[config.mk]
export PLATFORM = sky130hd
export DESIGN_NAME = lc3b_mem_arbiter
export DESIGN_NICKNAME = d
export VERILOG_FILES = /design/src/rtl/lc3b_types.sv /design/src/rtl/rr_priority_picker.sv /design/src/rtl/lc3b_mem_arbiter.sv
export SDC_FILE = /design/constraint.sdc
export NUM_CORES = 1
export LEC_CHECK = 0
export CAP_MARGIN = 10
export CORE_ASPECT_RATIO = 1.25
export CORE_MARGIN = 2
export CORE_UTILIZATION = 38
export CTS_CLUSTER_SIZE = 20
export DETAILED_ROUTE_END_ITERATION = 8
export GPL_ROUTABILITY_DRIVEN = 1
export PLACE_DENSITY_LB_ADDON = 0.08
export SLEW_MARGIN = 20
export SYNTH_ARGS = -nofsm -noshare
export SYNTH_HDL_FRONTEND = slang
export SYNTH_SLANG_ARGS = --single-unit
[constraint.sdc]
create_clock -name clk -period 3 [get_ports clk]
set_clock_uncertainty 0.05 [all_clocks]
set_input_delay 0.6 -clock clk [delete_from_list [all_inputs] [get_ports clk]]
set_output_delay 0.6 -clock clk [all_outputs]
set_load 0.005 [all_outputs]
[src/rtl/lc3b_types.sv]
// Shared types for the LC-3b memory subsystem: arbiter state encoding and
// a small index helper used by round-robin logic.
package lc3b_types;

  // Arbiter FSM states.
  typedef enum logic [0:0] {
    ARB_IDLE = 1'b0,
    ARB_BUSY = 1'b1
  } lc3b_arb_state;

  // Channel index after idx, wrapping from n-1 back to 0.
  function automatic int arb_wrap_inc(input int idx, input int n);
    return (idx + 1 >= n) ? 0 : idx + 1;
  endfunction

endpackage

[src/rtl/rr_priority_picker.sv]
// Combinational rotating-priority picker: the first set request at or after
// ptr_i wins, wrapping around. Tying ptr_i to zero gives fixed priority with
// the lowest index winning.
module rr_priority_picker #(
  parameter int N     = 2,
  parameter int IDX_W = $clog2(N)
) (
  input  logic [N-1:0]     req_i,
  input  logic [IDX_W-1:0] ptr_i,
  output logic [N-1:0]     gnt_o,
  output logic [IDX_W-1:0] idx_o,
  output logic             valid_o
);

  int   cand;
  logic found;

  // Walk the channels starting at the pointer and stop at the first request.
  always_comb begin
    gnt_o = '0;
    idx_o = '0;
    found = 1'b0;
    cand  = 0;
    for (int k = 0; k < N; k++) begin
      cand = int'(ptr_i) + k;
      if (cand >= N) begin
        cand = cand - N;
      end
      if (!found && req_i[cand[IDX_W-1:0]]) begin
        found                   = 1'b1;
        gnt_o[cand[IDX_W-1:0]]  = 1'b1;
        idx_o                   = cand[IDX_W-1:0];
      end
    end
  end

  assign valid_o = found;

endmodule

[src/rtl/lc3b_mem_arbiter.sv]
// N-channel arbiter merging LC-3b requester ports onto one downstream memory
// port. The winning channel's fields are captured at grant so the memory side
// sees stable values for the whole transaction regardless of what the
// requester does meanwhile.
module lc3b_mem_arbiter
  import lc3b_types::*;
#(
  parameter int NUM_CH = 2,
  parameter int ADDR_W = 16,
  parameter int DATA_W = 16,
  parameter int RR_EN  = 1
) (
  input  logic                       clk,
  input  logic                       rst_n,
  input  logic [NUM_CH-1:0]          ch_read,
  input  logic [NUM_CH-1:0]          ch_write,
  input  logic [NUM_CH*DATA_W/8-1:0] ch_wmask,
  input  logic [NUM_CH*ADDR_W-1:0]   ch_address,
  input  logic [NUM_CH*DATA_W-1:0]   ch_wdata,
  output logic [NUM_CH-1:0]          ch_resp,
  output logic [DATA_W-1:0]          ch_rdata,
  output logic                       mem_read,
  output logic                       mem_write,
  output logic [DATA_W/8-1:0]        mem_wmask,
  output logic [ADDR_W-1:0]          mem_address,
  output logic [DATA_W-1:0]          mem_wdata,
  input  logic                       mem_resp,
  input  logic [DATA_W-1:0]          mem_rdata
);

  localparam int GNT_W  = $clog2(NUM_CH);
  localparam int MASK_W = DATA_W / 8;

  // Per-channel views of the packed request buses.
  logic [MASK_W-1:0] ch_wmask_arr [NUM_CH];
  logic [ADDR_W-1:0] ch_addr_arr  [NUM_CH];
  logic [DATA_W-1:0] ch_wdata_arr [NUM_CH];

  generate
    for (genvar gi = 0; gi < NUM_CH; gi++) begin : g_unpack
      assign ch_wmask_arr[gi] = ch_wmask[gi*MASK_W +: MASK_W];
      assign ch_addr_arr[gi]  = ch_address[gi*ADDR_W +: ADDR_W];
      assign ch_wdata_arr[gi] = ch_wdata[gi*DATA_W +: DATA_W];
    end
  endgenerate

  // Architectural state.
  lc3b_arb_state       state_q;
  logic [GNT_W-1:0]    grant_q;
  logic [NUM_CH-1:0]   grant_oh_q;
  logic                mem_read_q;
  logic                mem_write_q;
  logic [MASK_W-1:0]   wmask_q;
  logic [ADDR_W-1:0]   addr_q;
  logic [DATA_W-1:0]   wdata_q;
  logic [GNT_W-1:0]    ptr_q;
  logic [NUM_CH-1:0]   served_q;

  // Next-state helpers.
  logic [NUM_CH-1:0]   req_d;
  logic [GNT_W-1:0]    ptr_d;
  logic                rd_d;
  logic                wr_d;
  logic [GNT_W-1:0]    pick_ptr;
  logic [NUM_CH-1:0]   pick_oh;
  logic [GNT_W-1:0]    pick_idx;
  logic                pick_valid;

  // The channel just served is hidden for one IDLE cycle so it is not
  // re-granted while it is still dropping its request.
  assign req_d = (ch_read | ch_write) & ~served_q;

  // Fixed priority is the same picker with the rotation pointer pinned at 0.
  generate
    if (RR_EN != 0) begin : g_rr
      assign pick_ptr = ptr_q;
    end else begin : g_fixed
      assign pick_ptr = '0;
    end
  endgenerate

  rr_priority_picker #(
    .N     (NUM_CH),
    .IDX_W (GNT_W)
  ) u_picker (
    .req_i   (req_d),
    .ptr_i   (pick_ptr),
    .gnt_o   (pick_oh),
    .idx_o   (pick_idx),
    .valid_o (pick_valid)
  );

  // A channel asserting both read and write is treated as a write only.
  assign wr_d  = ch_write[pick_idx];
  assign rd_d  = ch_read[pick_idx] & ~wr_d;
  assign ptr_d = GNT_W'(arb_wrap_inc(int'(grant_q), NUM_CH));

  // Arbitration FSM: grant and capture in IDLE, hold the memory access in BUSY.
  always_ff @(posedge clk or negedge rst_n) begin
    if (!rst_n) begin
      state_q     <= ARB_IDLE;
      grant_q     <= '0;
      grant_oh_q  <= '0;
      mem_read_q  <= 1'b0;
      mem_write_q <= 1'b0;
      wmask_q     <= '0;
      addr_q      <= '0;
      wdata_q     <= '0;
      ptr_q       <= '0;
      served_q    <= '0;
    end else begin
      case (state_q)
        ARB_IDLE: begin
          served_q <= '0;
          if (pick_valid) begin
            state_q     <= ARB_BUSY;
            grant_q     <= pick_idx;
            grant_oh_q  <= pick_oh;
            mem_read_q  <= rd_d;
            mem_write_q <= wr_d;
            wmask_q     <= ch_wmask_arr[pick_idx];
            addr_q      <= ch_addr_arr[pick_idx];
            wdata_q     <= ch_wdata_arr[pick_idx];
          end
        end
        ARB_BUSY: begin
          if (mem_resp) begin
            state_q     <= ARB_IDLE;
            mem_read_q  <= 1'b0;
            mem_write_q <= 1'b0;
            served_q    <= grant_oh_q;
            if (RR_EN != 0) begin
              ptr_q <= ptr_d;
            end
          end
        end
        default: state_q <= ARB_IDLE;
      endcase
    end
  end

  // Completion goes only to the granted channel, and only while a
  // transaction is outstanding; a stray mem_resp in IDLE is dropped.
  assign ch_resp     = (state_q == ARB_BUSY && mem_resp) ? grant_oh_q : '0;
  assign ch_rdata    = mem_rdata;
  assign mem_read    = mem_read_q;
  assign mem_write   = mem_write_q;
  assign mem_wmask   = wmask_q;
  assign mem_address = addr_q;
  assign mem_wdata   = wdata_q;

endmodule
==> results.json <==
{
  "drtIter0Drc": 48,
  "clk_pin_slew_ns": 0.07,
  "crit_top_cell": "clkdlybuf4s50_1",
  "finalNonFillerCells": 361,
  "internal-power_mw": 1.952,
  "via_count": 1739,
  "wl_met2_um": 2368,
  "ios": 145,
  "crit_type": "in2out",
  "final_core_util": 0.6000,
  "io_buffers": 112,
  "grt_pass1_wl_um": 7872,
  "start_util": 0.3954,
  "insertion_delay_ns": 0.29,
  "maxCapViolations": 0,
  "wl_met3_um": 397,
  "path_buf_inv": 2,
  "syn_avg_cell_area_um2": 10.76,
  "wirelength_met1_um": 1980,
  "post_cts_resized": 0,
  "root_buffer": "clkbuf_8",
  "crit_chain": "clkdlybuf4s50_1 -> and3_1 -> clkdlybuf4s50_1",
  "finalMaxSlewViolations": 0,
  "cellPowerDensity_nw_per_um2": 913.9,
  "finalSetupTns_ns": 0,
  "layout_setup_ws_ns": 0.4629,
  "cp-end-kind": "primary output",
  "cts_buffers": 5,
  "ys_seq_area_frac": 0.5000,
  "dp_hpwl_um": 3562,
  "critPathMaxFanout": 6,
  "status": "finished, final reports clean",
  "setup_viol": 0,
  "peakVddDrop_mv": 0.3599,
  "routed_wl_um": 4824,
  "pre_cts_ws_ns": 0.2795,
  "dr.max_layer_used": "met4",
  "grt_overflow": 0,
  "placedCellCount": 352,
  "grtUsageTotal": 0.1592,
  "cp.arrival_ns": 1.89,
  "yosysWarnings": 0,
  "syn_area_um2": 2152,
  "leakagePower_nw": 1.434,
  "clkPwrFrac": 0.117,
  "hold_buffers": 0,
  "die_x_um": 71.31,
  "h-tree-depth": 2,
  "p_comb_frac": 0.535,
  "gp_congestion": 0.6754,
  "drc_errors": 0,
  "antenna_found_initial": 0,
  "switching_share": 0.3460,
  "row_count": 30,
  "area_growth_pct": 51.74,
  "viasPerCell": 4.817,
  "finalCritPeriodShare": 0.8457,
  "cts_tree": "done",
  "maxSlewHeadroom": 0.4356,
  "critPathRequiredTime_ns": 2.35,
  "synth_fp_nets": 291,
  "core-area_um2": 5443,
  "drt_first_pass_iters": 4,
  "p_seq_frac": 0.348,
  "grt_max_degree": 44,
  "hold_viol_final": 0,
  "tightest_slew_ns": 0.8443,
  "finalCriticalPeriod_ns": 2.537,
  "switchingPower_mw": 1.033,
  "clock_sinks": 43,
  "cts_buffer_depth": 2,
  "slowest_stage": "clkdlybuf4s50_1",
  "hold_ws_ns": 0.1346,
  "synthCells": 200,
  "dieArea_um2": 6285,
  "grt_pass1_vias": 1729,
  "cpLargestDelayFamily": "buffers and inverters",
  "post_cts.repair.setup_buffers": 0,
  "drive_gt1_frac": 0.05387,
  "cp-start-kind": "input pin",
  "ys_ff_latch": 43,
  "fin_nets": 387,
  "ys_types": 19,
  "ant_nets": 0,
  "rsz0062_at_grt": "no",
  "antenna_cells": 0,
  "hold_path_class": "in2async",
  "critPathMaxStageDelay_ns": 0.60,
  "wl_per_cell_um": 13.36,
  "fmax_mhz": 394.1,
  "die_h_um": 88.14
}
[final timing paths]
| check | from | end | slack (ns) | cells past startpoint |
|---|---|---|---|---|
| hold reg to reg | grant_q$_DFFE_PN0P_ | pick_ptr$_DFFE_PN0P_ | 0.40 | 1 |
| max in group asynchronous | rst_n | mem_address[5]$_DFFE_PN0P_ | 2.31 | 2 |
| hold / removal | rst_n | mem_address[8]$_DFFE_PN0P_ | 0.13 | 1 |
| setup / recovery | mem_resp | ch_resp[0] | 0.46 | 3 |
| min in group clk | grant_q$_DFFE_PN0P_ | pick_ptr$_DFFE_PN0P_ | 0.40 | 1 |
| setup reg to reg | served_q[0]$_DFFE_PN0P_ | mem_write$_DFFE_PN0P_ | 0.99 | 4 |
[cell usage after synthesis (all sizes together)]
master | count | share of area
o21ai | 2 | 0.0046
mux2 | 1 | 0.0052
nand2 | 6 | 0.010
o2bb2ai | 2 | 0.0081
a21oi | 35 | 0.083
dfrtp | 43 | 0.50
o21bai | 3 | 0.026
and3 | 2 | 0.0058
nor2 | 38 | 0.066
inv | 1 | 0.0017
o22a | 1 | 0.0041
a21o | 1 | 0.0035
clkbuf | 5 | 0.0087
buf | 23 | 0.10
mux2i | 37 | 0.17
[cells by family after synthesis]
| group | synth area share |
|---|---|
| muxes | 0.1773 |
| and+or+nand+nor | 0.08256 |
| AOI/OAI and AO/OA | 0.1296 |
| buffers and inverters | 0.1105 |
| DFF | 0.5000 |
[metrics by stage]
step,instance area (um^2),total power [mW]
after floorplan,2152,1.999
after global placement,3164,2.646
after detailed placement,3164,2.675
after CTS,3246,3.039
after global routing,3266,3.237
final,3266,2.985
[power by group through the flow]
stage                     Clock (mW)  Combinational, mW  Sequential, mW
after CTS                      0.364               1.63            1.04
after global placement             0               1.61            1.04
after global routing           0.385               1.77            1.08
after floorplan                    0              0.956            1.04
final                          0.349               1.60            1.04
after detailed placement           0               1.63            1.05
[layout by cell type, fill, tap and decap left out]
cell type / Yosys / routed
a21o_1: 1 / 1
a21oi_1: 34 / 34
a21oi_4: 0 / 1
and3_1: 2 / 2
buf_12: 4 / 2
buf_2: 3 / 1
buf_4: 16 / 3
clkbuf_1: 5 / 2
clkbuf_8: 0 / 5
clkdlybuf4s50_1: 0 / 111
clkinv_2: 0 / 1
dfrtp_1: 43 / 43
inv_1: 1 / 1
mux2_1: 1 / 1
mux2i_1: 37 / 37
nand2_1: 6 / 6
nor2_1: 38 / 38
o21ai_0: 1 / 1
o21ai_1: 1 / 1
o21bai_4: 3 / 3
o22a_1: 1 / 1
o2bb2ai_1: 2 / 2
[final cells by class]
class	instances	area (um^2)
Clock buffer	7	76.32
Clock inverter	1	5.005
Fill cell	483	2177
Inverter	1	3.754
Multi-Input combinational cell	128	845.8
Sequential cell	43	1076
Tap cell	64	80.08
Timing Repair Buffer	117	1179
[layer usage]
metal | up-vias | global-route usage
li1 | 858 | -
met1 | 793 | 0.1835
met2 | 74 | 0.2719
met3 | 14 | 0.05754
met4 | 0 | 0.05832
met5 | - | 0
[flip-flops by register name, summed over array words and instances (netlist names)]
name,count
mem_address,16
mem_wdata,16
grant_oh_q,2
mem_wmask,2
served_q,2
grant_q,1
mem_read,1
mem_write,1
pick_ptr,1
state_q,1
Note: power is estimated with default switching activity, not from simulation.
